**src/rtl/acc_pkg.sv**
```systemverilog
// acc_pkg: arbiter state encoding and default memory widths shared by the
// accelerator memory arbiter and its bench.
package acc_pkg;
    localparam int ADDR_SIZE       = 16;
    localparam int READ_DATA_SIZE  = 512;
    localparam int WRITE_DATA_SIZE = 32;

    typedef enum logic [2:0] {
        IDLE,
        WRITE,
        READ_ISSUE,
        READ_WAIT,
        READ_RESP
    } arb_state_t;
endpackage

```
**src/rtl/acc_rr_picker.sv**
```systemverilog
// acc_rr_picker: combinational round-robin choice of one requesting port,
// searching upward from the port after last_grant_i and wrapping.
module acc_rr_picker #(
    parameter int NUM_ACC = 4,
    parameter int IW      = (NUM_ACC > 1) ? $clog2(NUM_ACC) : 1
) (
    input  logic [NUM_ACC-1:0] req_i,
    input  logic [IW-1:0]      last_grant_i,
    output logic               grant_valid_o,
    output logic [IW-1:0]      grant_idx_o
);
    logic [IW-1:0] idx;

    always_comb begin
        grant_valid_o = 1'b0;
        grant_idx_o   = '0;
        idx           = '0;
        for (int k = 1; k <= NUM_ACC; k++) begin
            idx = IW'((int'(last_grant_i) + k) % NUM_ACC);
            if (!grant_valid_o && req_i[idx]) begin
                grant_valid_o = 1'b1;
                grant_idx_o   = idx;
            end
        end
    end
endmodule

```
**src/rtl/acc_mem_arbiter.sv**
```systemverilog
// acc_mem_arbiter: shares one memory port among NUM_ACC accelerators, one
// operation at a time, round-robin, with CPU ownership blocking new grants.
module acc_mem_arbiter #(
    parameter int NUM_ACC          = 4,
    parameter int ADDR_SIZE        = acc_pkg::ADDR_SIZE,
    parameter int READ_DATA_SIZE   = acc_pkg::READ_DATA_SIZE,
    parameter int WRITE_DATA_SIZE  = acc_pkg::WRITE_DATA_SIZE,
    parameter int MEM_READ_LATENCY = 1
) (
    input  logic                               clk,
    input  logic                               rst_n,
    input  logic [NUM_ACC-1:0]                 acc_read_en,
    input  logic [NUM_ACC*ADDR_SIZE-1:0]       acc_read_addr,
    input  logic [NUM_ACC-1:0]                 acc_write_en,
    input  logic [NUM_ACC*ADDR_SIZE-1:0]       acc_write_addr,
    input  logic [NUM_ACC*WRITE_DATA_SIZE-1:0] acc_write_data,
    output logic [NUM_ACC-1:0]                 acc_read_data_valid,
    output logic [READ_DATA_SIZE-1:0]          acc_read_data,
    output logic [NUM_ACC-1:0]                 acc_write_done,
    input  logic                               cpu_mem_busy,
    output logic                               mem_read_en,
    output logic [ADDR_SIZE-1:0]               mem_read_addr,
    input  logic [READ_DATA_SIZE-1:0]          mem_read_data,
    output logic                               mem_write_en,
    output logic [ADDR_SIZE-1:0]               mem_write_addr,
    output logic [WRITE_DATA_SIZE-1:0]         mem_write_data
);
    import acc_pkg::arb_state_t, acc_pkg::IDLE, acc_pkg::WRITE,
           acc_pkg::READ_ISSUE, acc_pkg::READ_WAIT, acc_pkg::READ_RESP;

    localparam int IW = (NUM_ACC > 1) ? $clog2(NUM_ACC) : 1;
    localparam int CW = $clog2(MEM_READ_LATENCY + 1);

    arb_state_t                 state_q, state_d;
    logic [IW-1:0]              gnt_q, gnt_d, last_q, last_d;
    logic [ADDR_SIZE-1:0]       addr_q, addr_d;
    logic [WRITE_DATA_SIZE-1:0] wdata_q, wdata_d;
    logic [CW-1:0]              cnt_q, cnt_d;
    logic [READ_DATA_SIZE-1:0]  rdata_q, rdata_d;
    logic                       pick_valid;
    logic [IW-1:0]              pick_idx;
    logic [NUM_ACC-1:0]         gnt_onehot;

    acc_rr_picker #(.NUM_ACC(NUM_ACC), .IW(IW)) u_picker (
        .req_i         (acc_read_en | acc_write_en),
        .last_grant_i  (last_q),
        .grant_valid_o (pick_valid),
        .grant_idx_o   (pick_idx)
    );

    always_comb begin
        state_d = state_q;
        gnt_d   = gnt_q;
        last_d  = last_q;
        addr_d  = addr_q;
        wdata_d = wdata_q;
        cnt_d   = cnt_q;
        rdata_d = rdata_q;
        case (state_q)
            IDLE: begin
                // a port asking for both gets its read first; the write stays pending
                if (!cpu_mem_busy && pick_valid) begin
                    gnt_d   = pick_idx;
                    last_d  = pick_idx;
                    state_d = acc_read_en[pick_idx] ? READ_ISSUE : WRITE;
                    addr_d  = acc_read_en[pick_idx] ? acc_read_addr[pick_idx*ADDR_SIZE +: ADDR_SIZE]
                                                    : acc_write_addr[pick_idx*ADDR_SIZE +: ADDR_SIZE];
                    wdata_d = acc_write_data[pick_idx*WRITE_DATA_SIZE +: WRITE_DATA_SIZE];
                end
            end
            WRITE:      state_d = IDLE;
            READ_ISSUE: begin
                state_d = READ_WAIT;
                cnt_d   = CW'(MEM_READ_LATENCY - 1);
            end
            READ_WAIT: begin
                cnt_d = cnt_q - CW'(1);
                if (cnt_q == '0) begin
                    state_d = READ_RESP;
                    rdata_d = mem_read_data;
                end
            end
            READ_RESP:  state_d = IDLE;
            default:    state_d = IDLE;
        endcase
    end

    always_ff @(posedge clk) begin
        if (!rst_n) begin
            state_q <= IDLE;
            gnt_q   <= '0;
            last_q  <= IW'(NUM_ACC - 1);
            addr_q  <= '0;
            wdata_q <= '0;
            cnt_q   <= '0;
            rdata_q <= '0;
        end else begin
            state_q <= state_d;
            gnt_q   <= gnt_d;
            last_q  <= last_d;
            addr_q  <= addr_d;
            wdata_q <= wdata_d;
            cnt_q   <= cnt_d;
            rdata_q <= rdata_d;
        end
    end

    assign gnt_onehot          = NUM_ACC'(1) << gnt_q;
    assign mem_write_en        = state_q == WRITE;
    assign mem_write_addr      = mem_write_en ? addr_q : '0;
    assign mem_write_data      = mem_write_en ? wdata_q : '0;
    assign mem_read_en         = state_q == READ_ISSUE;
    assign mem_read_addr       = mem_read_en ? addr_q : '0;
    assign acc_write_done      = mem_write_en ? gnt_onehot : '0;
    assign acc_read_data_valid = (state_q == READ_RESP) ? gnt_onehot : '0;
    assign acc_read_data       = rdata_q;
endmodule

```
**config.mk**
```make
export PLATFORM = sky130hd
export DESIGN_NAME = acc_mem_arbiter
export DESIGN_NICKNAME = d
export VERILOG_FILES = /design/src/rtl/acc_pkg.sv /design/src/rtl/acc_rr_picker.sv /design/src/rtl/acc_mem_arbiter.sv
export SDC_FILE = /design/constraint.sdc
export NUM_CORES = 1
export LEC_CHECK = 0
export ABC_AREA = 1
export CORE_AREA = 2 2 530 532
export CTS_CLUSTER_DIAMETER = 50
export CTS_CLUSTER_SIZE = 16
export DETAILED_ROUTE_END_ITERATION = 12
export DIE_AREA = 0 0 532 534
export HOLD_SLACK_MARGIN = 0.08
export PLACE_DENSITY = 0.3
export SYNTH_ARGS = -nofsm -noshare
export SYNTH_HDL_FRONTEND = slang
export SYNTH_SLANG_ARGS = --single-unit
```
**constraint.sdc**
```tcl
create_clock -name clk -period 2.6 [get_ports clk]
set_clock_uncertainty 0.2 [all_clocks]
set_input_delay 0.52 -clock clk [delete_from_list [all_inputs] [get_ports clk]]
set_output_delay 0.52 -clock clk [all_outputs]
set_load 0.1 [all_outputs]
```
* After elaboration in Yosys (flattened, before gate mapping)
Cells that the tools add are included.
** Cells by class
- Bitwise gates (word level) :: 2
- Multiplexer cells :: 29
- Equal/unequal tests :: 6
- Add/subtract/negate cells :: 5
- Shifts and indexed selects :: 4
- Reduce and logical (&&, ||, !) cells :: 13
- Magnitude comparators :: 5
** Operators by type and width (number)
- variable part select 128 x 8 -> 32 bit :: 1
- variable part select 64 x 7 -> 16 bit :: 2
- two-way mux 16 bit :: 3
- two-way mux 32 bit :: 1
- less-than comparator 2 x 3 -> 1 bit (second input constant) :: 5
- binary-select mux 1 bit (select 2 bit) :: 5
- two-way mux 2 bit :: 5
- two-way mux 1 bit :: 9
- one-hot mux 3 bit (3 select lines) :: 1
- two-way mux 4 bit :: 2
- equality test 3 x 2 -> 1 bit (second input constant) :: 2
- two-way mux 3 bit :: 2
- AND reduction 2 bit :: 3
- adder 2 x 1 -> 2 bit (second input constant) :: 2
- adder 2 bit (second input constant) :: 2
- logical AND 1 bit :: 4
- logical NOT 1 bit :: 4
- inequality test 2 bit (second input constant) :: 2
- bitwise OR 4 bit :: 1
- left shift 1 x 2 -> 4 bit (first input constant) :: 1
- equality test 3 x 1 -> 1 bit (second input constant) :: 1
- equality test 3 bit (second input constant) :: 1
- logical NOT 3 bit :: 1
- one-hot mux 1 bit (2 select lines) :: 1
- other kinds (3) :: 3
** Word-level totals
- Flip-flop bits (word level) :: 568
- Output and inout port bits :: 586
- Logic and storage cells :: 71

* Depth between registers and ports, before layout
Gate-level depths: netlist of the first run.
- Depth in word-level cells :: 18
- Mapped depth :: 22
- Depth with buffers taken out :: 19

* Cells and area by module
A second synthesis of the first run with hierarchy kept.
** Unflattened totals
- Cells, all modules :: 3160
- Area, all modules :: 22929.5 um^2
** By module, submodules not included
- acc_mem_arbiter :: cells each 3111, area each 22639.2 um^2, sequential area each 11370.9 um^2, times used 1
- acc_rr_picker :: cells each 49, area each 290.3 um^2, sequential area each 0.0 um^2, times used 1

* Least setup slack after synthesis of the first run
No wires, ideal clock.
- Path kind :: reg2out
- Start :: register state_q[0]
- End :: output acc_write_done[1]
- Cell stages (with the launch flop) :: 6
- Buffers on the path :: 1
- Slack :: -3621 ps
- Arrival :: 5501 ps
- Path through :: dfxtp_1 > inv_1 > nor3_1 > clkinv_1 > clkbuf_1 > nor3_1
** On the way
- Longest elaborated chain between the ends :: 2
** Ends and longest elaborated chain
- from (decl) :: RTL line acc_mem_arbiter.sv:34 : arb_state_t state_q, state_d;
- from (signal assigned) :: RTL line acc_mem_arbiter.sv:98 : state_q <= state_d;
- equality test 3 x 1 -> 1 bit :: RTL line acc_mem_arbiter.sv:109 : assign mem_write_en = state_q == WRITE;
- via mem_write_en :: RTL line acc_mem_arbiter.sv:24 : output logic mem_write_en,
- two-way mux 4 bit :: RTL line acc_mem_arbiter.sv:114 : assign acc_write_done = mem_write_en ? gnt_onehot : '0;
- to (decl) :: RTL line acc_mem_arbiter.sv:19 : output logic [NUM_ACC-1:0] acc_write_done,
The timed path passes the listed nets, and every way through them passes these cells.

* Worst setup path in the final report of the first run
- Start :: register state_q[1]
- End :: output mem_write_data[25]
** On the way
- Longest elaborated chain between the ends :: 2
** Ends and longest elaborated chain
- equality test 3 x 1 -> 1 bit :: RTL line acc_mem_arbiter.sv:109
- two-way mux 32 bit :: RTL line acc_mem_arbiter.sv:111 : assign mem_write_data = mem_write_en ? wdata_q : '0;
- to (decl) :: RTL line acc_mem_arbiter.sv:26 : output logic [WRITE_DATA_SIZE-1:0] mem_write_data
Every way passes these cells.

==> results.tsv, run 1 <==
metric	value	unit
status	finished, violations left	
violated checks	setup timing	
Seq/Total Area, Yosys	0.502	
Die W	532	um
Iter 0 DRT Violations	1257	
CP required	1880	ps
final worst slack	-320	ps
total CTS buffers	117	
netlist area before placement	0.0226	mm2
Placement Rows	194	
routed len/inst	22.7	um
Die Y-Extent	534	um
clk slew on worst S/H paths	50	ps
kind of critical path	flop to output port	
RSZ-0062 raised after global routing	true	
Power Total	71.9	mW
Mapped Cells	3209	
synth unique cells	31	
Routed Wire Length	198000	um
H-tree depth	3	
Max-Cap Viols	0	
GRT Total Usage	0.133	
Final GP Congestion	0.885	
first-pass GRT wire length	264000	um
DP Worst Slack	-1010	ps
largest net degree at the start of global routing	80	
initial antenna violation count	85	
Area Overhead vs Synth	127	%
fin. max-slew vios	0	
CTS sink count	568	
endpoints failing setup	117	
DR WL met3	20400	um
clock root buffer	clkbuf_16	
class of the worst hold path	primary input to flop	
vias per cell	3.30	
Synth Area per Inst	7.05	um2
GRT Residual Overflow	0	
total negative slack	-22480	ps
Antenna Violating Nets Remaining	0	
#FFs+latches synth	568	
min Tclk post-route	2920	ps
CTS Buffer Depth	3	
Top Layer Used	met5	
nets@finish	5678	
M1 WL	78600	um
Worst IR Drop VDD	659	uV
DR vias	28792	
Ports	1365	
Initial Utilization	0.0813	
final hold vios	0	
worst-skew pair later-pin latency	710	ps
Synth Net Count	3988	
met2 wire length	93000	um
core area	0.278	mm2
Max-slew headroom	0.603	
Core Util, Final	0.185	
worst-margin pin slew	595	ps
drt first pass iters	5	
Final Cycle Share	1.12	
vias in the first global route	29847	
CTS tree	done	
crit path DAT	2200	ps
hold slack	179	ps
FMAX	342	MHz
CP Launch Type	flop	
HPWL reported at the end of detailed placement	156000	um
crit end category	output port	
area of the die	0.284	mm2
Crit Path Max Fanout	12	
Leakage	22.1	nW
Ys Warns	0	
share of layout cells above drive strength 1	0.301	
Cell Pwr Density	1400	mW/mm2
drt drc	0	
# port buffers	1364	
[worst paths after layout]
check	endpoint	startpoint	slack, ps	depth (start not counted)
max reg2reg	addr_q[10]	last_q[0]	-230	22
min reg2reg	wdata_q[12]	wdata_q[12]	300	2
min	acc_read_data[107]	mem_read_data[107]	180	3
max	mem_write_data[25]	state_q[1]	-320	6
[final cells by class]
class	count	area [um2]
clock inverters	77	1040
repair buffers	1801	18400
well taps	3724	4660
multi-input cells	2216	12000
inverters	194	791
diodes	14	35.0
fillers	31282	227000
flip-flops and latches	568	11400
clock buffers	143	3200
repair inverters	1	16.3
[Yosys cell counts, drive strengths merged]
cell,count,share of area
a21oi,21,0.0051
a21boi,1,0.00033
nand3b,4,0.0013
clkinv,2,0.00033
o211ai,17,0.0056
nor3,10,0.0022
clkbuf,203,0.034
dfxtp,568,0.50
a221oi,1,0.00039
buf,28,0.0080
nand4,4,0.0011
o21ai,609,0.13
or2,1,0.00028
nand2,235,0.041
a211oi,1,0.00033
nor2,1183,0.20
o221ai,16,0.0062
inv,192,0.032
nand3,113,0.029
[power by group]
| group | total (mW) | switching (mW) | internal (mW) |
|---|---|---|---|
| clock network | 16.3 | 5.93 | 10.4 |
| registers | 11.6 | 1.05 | 10.6 |
| logic | 43.9 | 28.2 | 15.7 |
| total | 71.9 | 35.2 | 36.7 |
[logic make-up (layout without fill, tap and decap cells)]
logic type             after synthesis  in the layout  share of synthesized area
AOI/OAI and AO/OA                  666            666                      0.153
other                                0             14                          0
buffers and inverters              425           2216                     0.0739
DFF                                568            568                      0.502
and+or+nand+nor                   1550           1550                      0.271
[layer usage]
layer	GRT usage	up-vias
met3	0.0613	318
li1	-	13677
met1	0.152	13512
met5	0	-
met4	0.0302	70
met2	0.224	1215
[layout by cell type, fill, tap and decap left out, types with 25 or more instances in the layout]
master / synthesis / routed
clkdlybuf4s50_1: 0 / 777
buf_6: 3 / 42
nand3_2: 6 / 70
buf_12: 0 / 120
nand3_1: 103 / 30
nand2_2: 8 / 62
buf_16: 0 / 25
nand2_1: 224 / 116
o21ai_2: 0 / 42
dlygate4sd3_1: 0 / 154
o21ai_1: 30 / 30
buf_4: 10 / 654
o21ai_0: 579 / 514
dfxtp_1: 568 / 562
nor2_1: 1182 / 1071
clkbuf_16: 0 / 133
nand2_4: 3 / 54
nor2_4: 0 / 91
inv_1: 186 / 181
[per-stage QoR]
stage / area [um2] / cells
after CTS: 49800 / 8694
after detailed placement: 41900 / 8252
final: 51500 / 8738
after global placement: 41900 / 8252
after floorplan: 23400 / 3209
after global routing: 51500 / 8727
[critical path, stage by stage (launching register included)]
cell and delay [ps]:
dfxtp_4 350, nor3_4 270, clkinv_4 130, buf_16 180, buf_12 180, nor2_4 150
buf_12 190
[state kept, by name, indices dropped and copies added (netlist names)]
name,count
acc_read_data,512
wdata_q,32
addr_q,16
state_q,3
gnt_q,2
last_q,2
cnt_q,1
[what timing repair did]
| item | in CTS | in global routing |
|---|---|---|
| setup buffers | 52 | 29 |
| pin swaps | 86 | 123 |
| resized for setup | 322 | 325 |
| endpoints found under the hold margin | 173 | 0 |
| endpoints found under the setup margin | 118 | 131 |
| gates cloned | 21 | 16 |
| hold buffers | 154 | 0 |
Power figures use the tool's default switching activity.
==> inputs of run 2 (changes only) <==
==> constraint.sdc (replaced) <==
create_clock -name clk -period 2.6 [get_ports clk]
set_clock_uncertainty 0.2 [all_clocks]
set_input_delay 0.52 -clock clk [delete_from_list [all_inputs] [get_ports clk]]
set_output_delay 0.52 -clock clk [all_outputs]
set_load 0.02 [all_outputs]
==> run 2 against run 1 <==
The flow still finishes with violations (setup timing). Clock power rose by 7%. Count of clock-buffer cells in the layout rose by 36. Design area down 2.7%. Register-to-register slack improved by 130 ps. First-iteration DRC count rose by 14%. Global-route usage is 0.29 points lower. Routed wire length down 1.9%. Setup slack improved by 39 ps. Sequential share of layout area increased by 0.61 points. Critical path type unchanged. Critical endpoint is now mem_write_data[3].
==> results.tsv, run 2 (synthesis gave the netlist of run 1 again) <==
metric	value	unit	change
Critical Path Most Common Cell	buf_12		unchanged
RSZ-0062 raised after global routing	true		unchanged
Placement Rows	194		unchanged
first-pass GRT wire length	258000	um	was 264000 um
final worst slack	-281	ps	was -320 ps
routed len/inst	22.2	um	was 22.7 um
DP Worst Slack	-738	ps	was -1010 ps
violated checks	setup timing		unchanged
crit path DAT	2160	ps	was 2200 ps
DR vias	28788		about the same
CP Launch Type	flop		unchanged
most common cell after layout, fill and taps aside	nor2_1		unchanged
Crit Path Max Fanout	24		was 12
Cell Pwr Density	1050	mW/mm2	was 1400 mW/mm2
Ports	1365		unchanged
worst-margin pin slew	781	ps	was 595 ps
kind of critical path	flop to output port		unchanged
worst-skew pair later-pin latency	730	ps	was 710 ps
Die W	532	um	unchanged
Cell Count, Final, Fillers Out	8768		was 8738
CP delay by family, top	buffers and inverters		unchanged
initial antenna violation count	58		was 85
H-tree depth	4		was 3
Psw	20.8	mW	was 35.2 mW
GRT Total Usage	0.130		was 0.133
nets@finish	5704		was 5678
CTS sink count	568		unchanged
clock network power share	0.332		was 0.227
Routed Wire Length	194000	um	was 198000 um
CP peak stage delay	370	ps	was 350 ps
FMAX	347	MHz	was 342 MHz
Slowest-stage cell, CP	dfxtp_2		was dfxtp_4
Fill cells	31370		was 31.3k
Max-slew headroom	0.475		was 0.603
Antenna Violating Nets Remaining	0		unchanged
min Tclk post-route	2880	ps	was 2920 ps
status	finished, violations left		unchanged
CTS Buffer Depth	4		was 3
crit end category	output port		unchanged
Area Overhead vs Synth	121	%	was 127%
Iter 0 DRT Violations	1435		was 1257
core area	0.278	mm2	unchanged
number of flip-flops in the largest register	512		unchanged
drt drc	0		unchanged
Comb pwr share	0.444		was 0.611
CP required	1880	ps	about the same
fin. max-slew vios	0		unchanged
clk slew on worst S/H paths	50	ps	about the same
class of the worst hold path	primary input to flop		unchanged
Final GP Congestion	0.887		was 0.885
switching part of the total	0.395		was 0.489
HPWL reported at the end of detailed placement	154000	um	was 156000 um
Worst IR Drop VDD	620	uV	was 659 uV
vias per cell	3.28		was 3.30
share of layout cells above drive strength 1	0.127		was 0.301
total CTS buffers	139		was 117
Final Cycle Share	1.11		was 1.12
Power Total	52.5	mW	was 71.9 mW
Pint	31.8	mW	was 36.7 mW
# port buffers	1364		unchanged
CTS tree	done		unchanged
Initial Utilization	0.0813		unchanged
largest net degree at the start of global routing	90		was 80
Die Y-Extent	534	um	unchanged
Reg power frac	0.224		was 0.162
clock root buffer	clkbuf_16		unchanged
Worst R2R Setup Slack	-100	ps	was -230 ps
WP buf/inv	5		was 4
vias in the first global route	29566		was 29.8k
DP Cell Count	8246		was 8252
most frequent cells in the layout	nor2_1, clkdlybuf4s50_1, dfxtp_1, o21ai_0, dlygate4sd3_1		was nor2_1, clkdlybuf4s50_1, buf_4, dfxtp_1, o21ai_0
Max-Cap Viols	0		unchanged
crit-path cells	inv_2, nor3_4, inv_4, buf_12, nor2_1, buf_4, buf_12		was nor3_4, clkinv_4, buf_16, buf_12, nor2_4, buf_12
area of the die	0.284	mm2	unchanged
endpoints failing setup	78		was 117
drt first pass iters	5		unchanged
Leakage	21.1	nW	was 22.1 nW
final hold vios	0		unchanged
GRT Residual Overflow	0		unchanged
## run 2: per-layer routing
layer	part of all wire	vias up	track usage	wire (um)
li1	-	13720	-	-
met1	0.41	13485	0.152	79200
met2	0.48	1319	0.221	93000
met3	0.090	246	0.0501	17400
met4	0.023	18	0.0314	4500
met5	0.00059	-	0	114
## run 2: worst min-delay path, delay by kind of cell
kind | cells | cell delay [ps]
buffers and inverters | 1 | 400
and+or+nand+nor | 2 | 150
## run 2: path summary, 6_finish.rpt
check	startpoint	endpoint	cells past startpoint
min reg2reg	acc_read_data[397]	acc_read_data[397]	2
max	state_q[0]	mem_write_data[3]	7
max reg2reg	last_q[0]	addr_q[6]	21
min	mem_read_data[74]	acc_read_data[74]	3
## run 2: stage by stage
| stage | utilization | hold WS, ps | TNS (ps) | instance area [um2] |
|---|---|---|---|---|
| after CTS | 0.178 | 80.2 | -26270 | 49600 |
| after global routing | 0.180 | 108 | -27460 | 50000 |
| final | 0.180 | 169 | -11660 | 50100 |
| after detailed placement | 0.152 | 295 | -32150 | 42300 |
| after floorplan | - | 258 | 0 | 22600 |
| after global placement | 0.152 | 291 | -32260 | 42300 |
## run 2: layout make-up
class	instances	area [um2]	area share
antenna	24	60.1	0.00120
clock buffer	179	3850	0.0770
sequential	568	11400	0.227
tap	3724	4660	0.0931
timing repair buffer	1806	18600	0.371
inverter	194	751	0.0150
clock inverter	57	698	0.0139
multi-input combinational	2216	10100	0.201
## run 2: power by group through the flow
stage	logic [mW]	clock network, mW	registers, mW
3_5_place_dp	21.1	0	11.9
4_1_cts	21.9	18.1	11.8
6_report	23.3	17.5	11.8
5_1_grt	25.1	18.5	12.0
2_1_floorplan	8.30	0	13.3
3_3_place_gp	21.1	0	11.9
## run 2: what timing repair did
action	4_1_cts	5_1_grt
endpoints found under the setup margin	308	389
buffers inserted	19	13
resized for setup	431	75
hold buffers	226	0
cloned	3	8
pin swaps	5	9
hold endpoints to repair	242	0
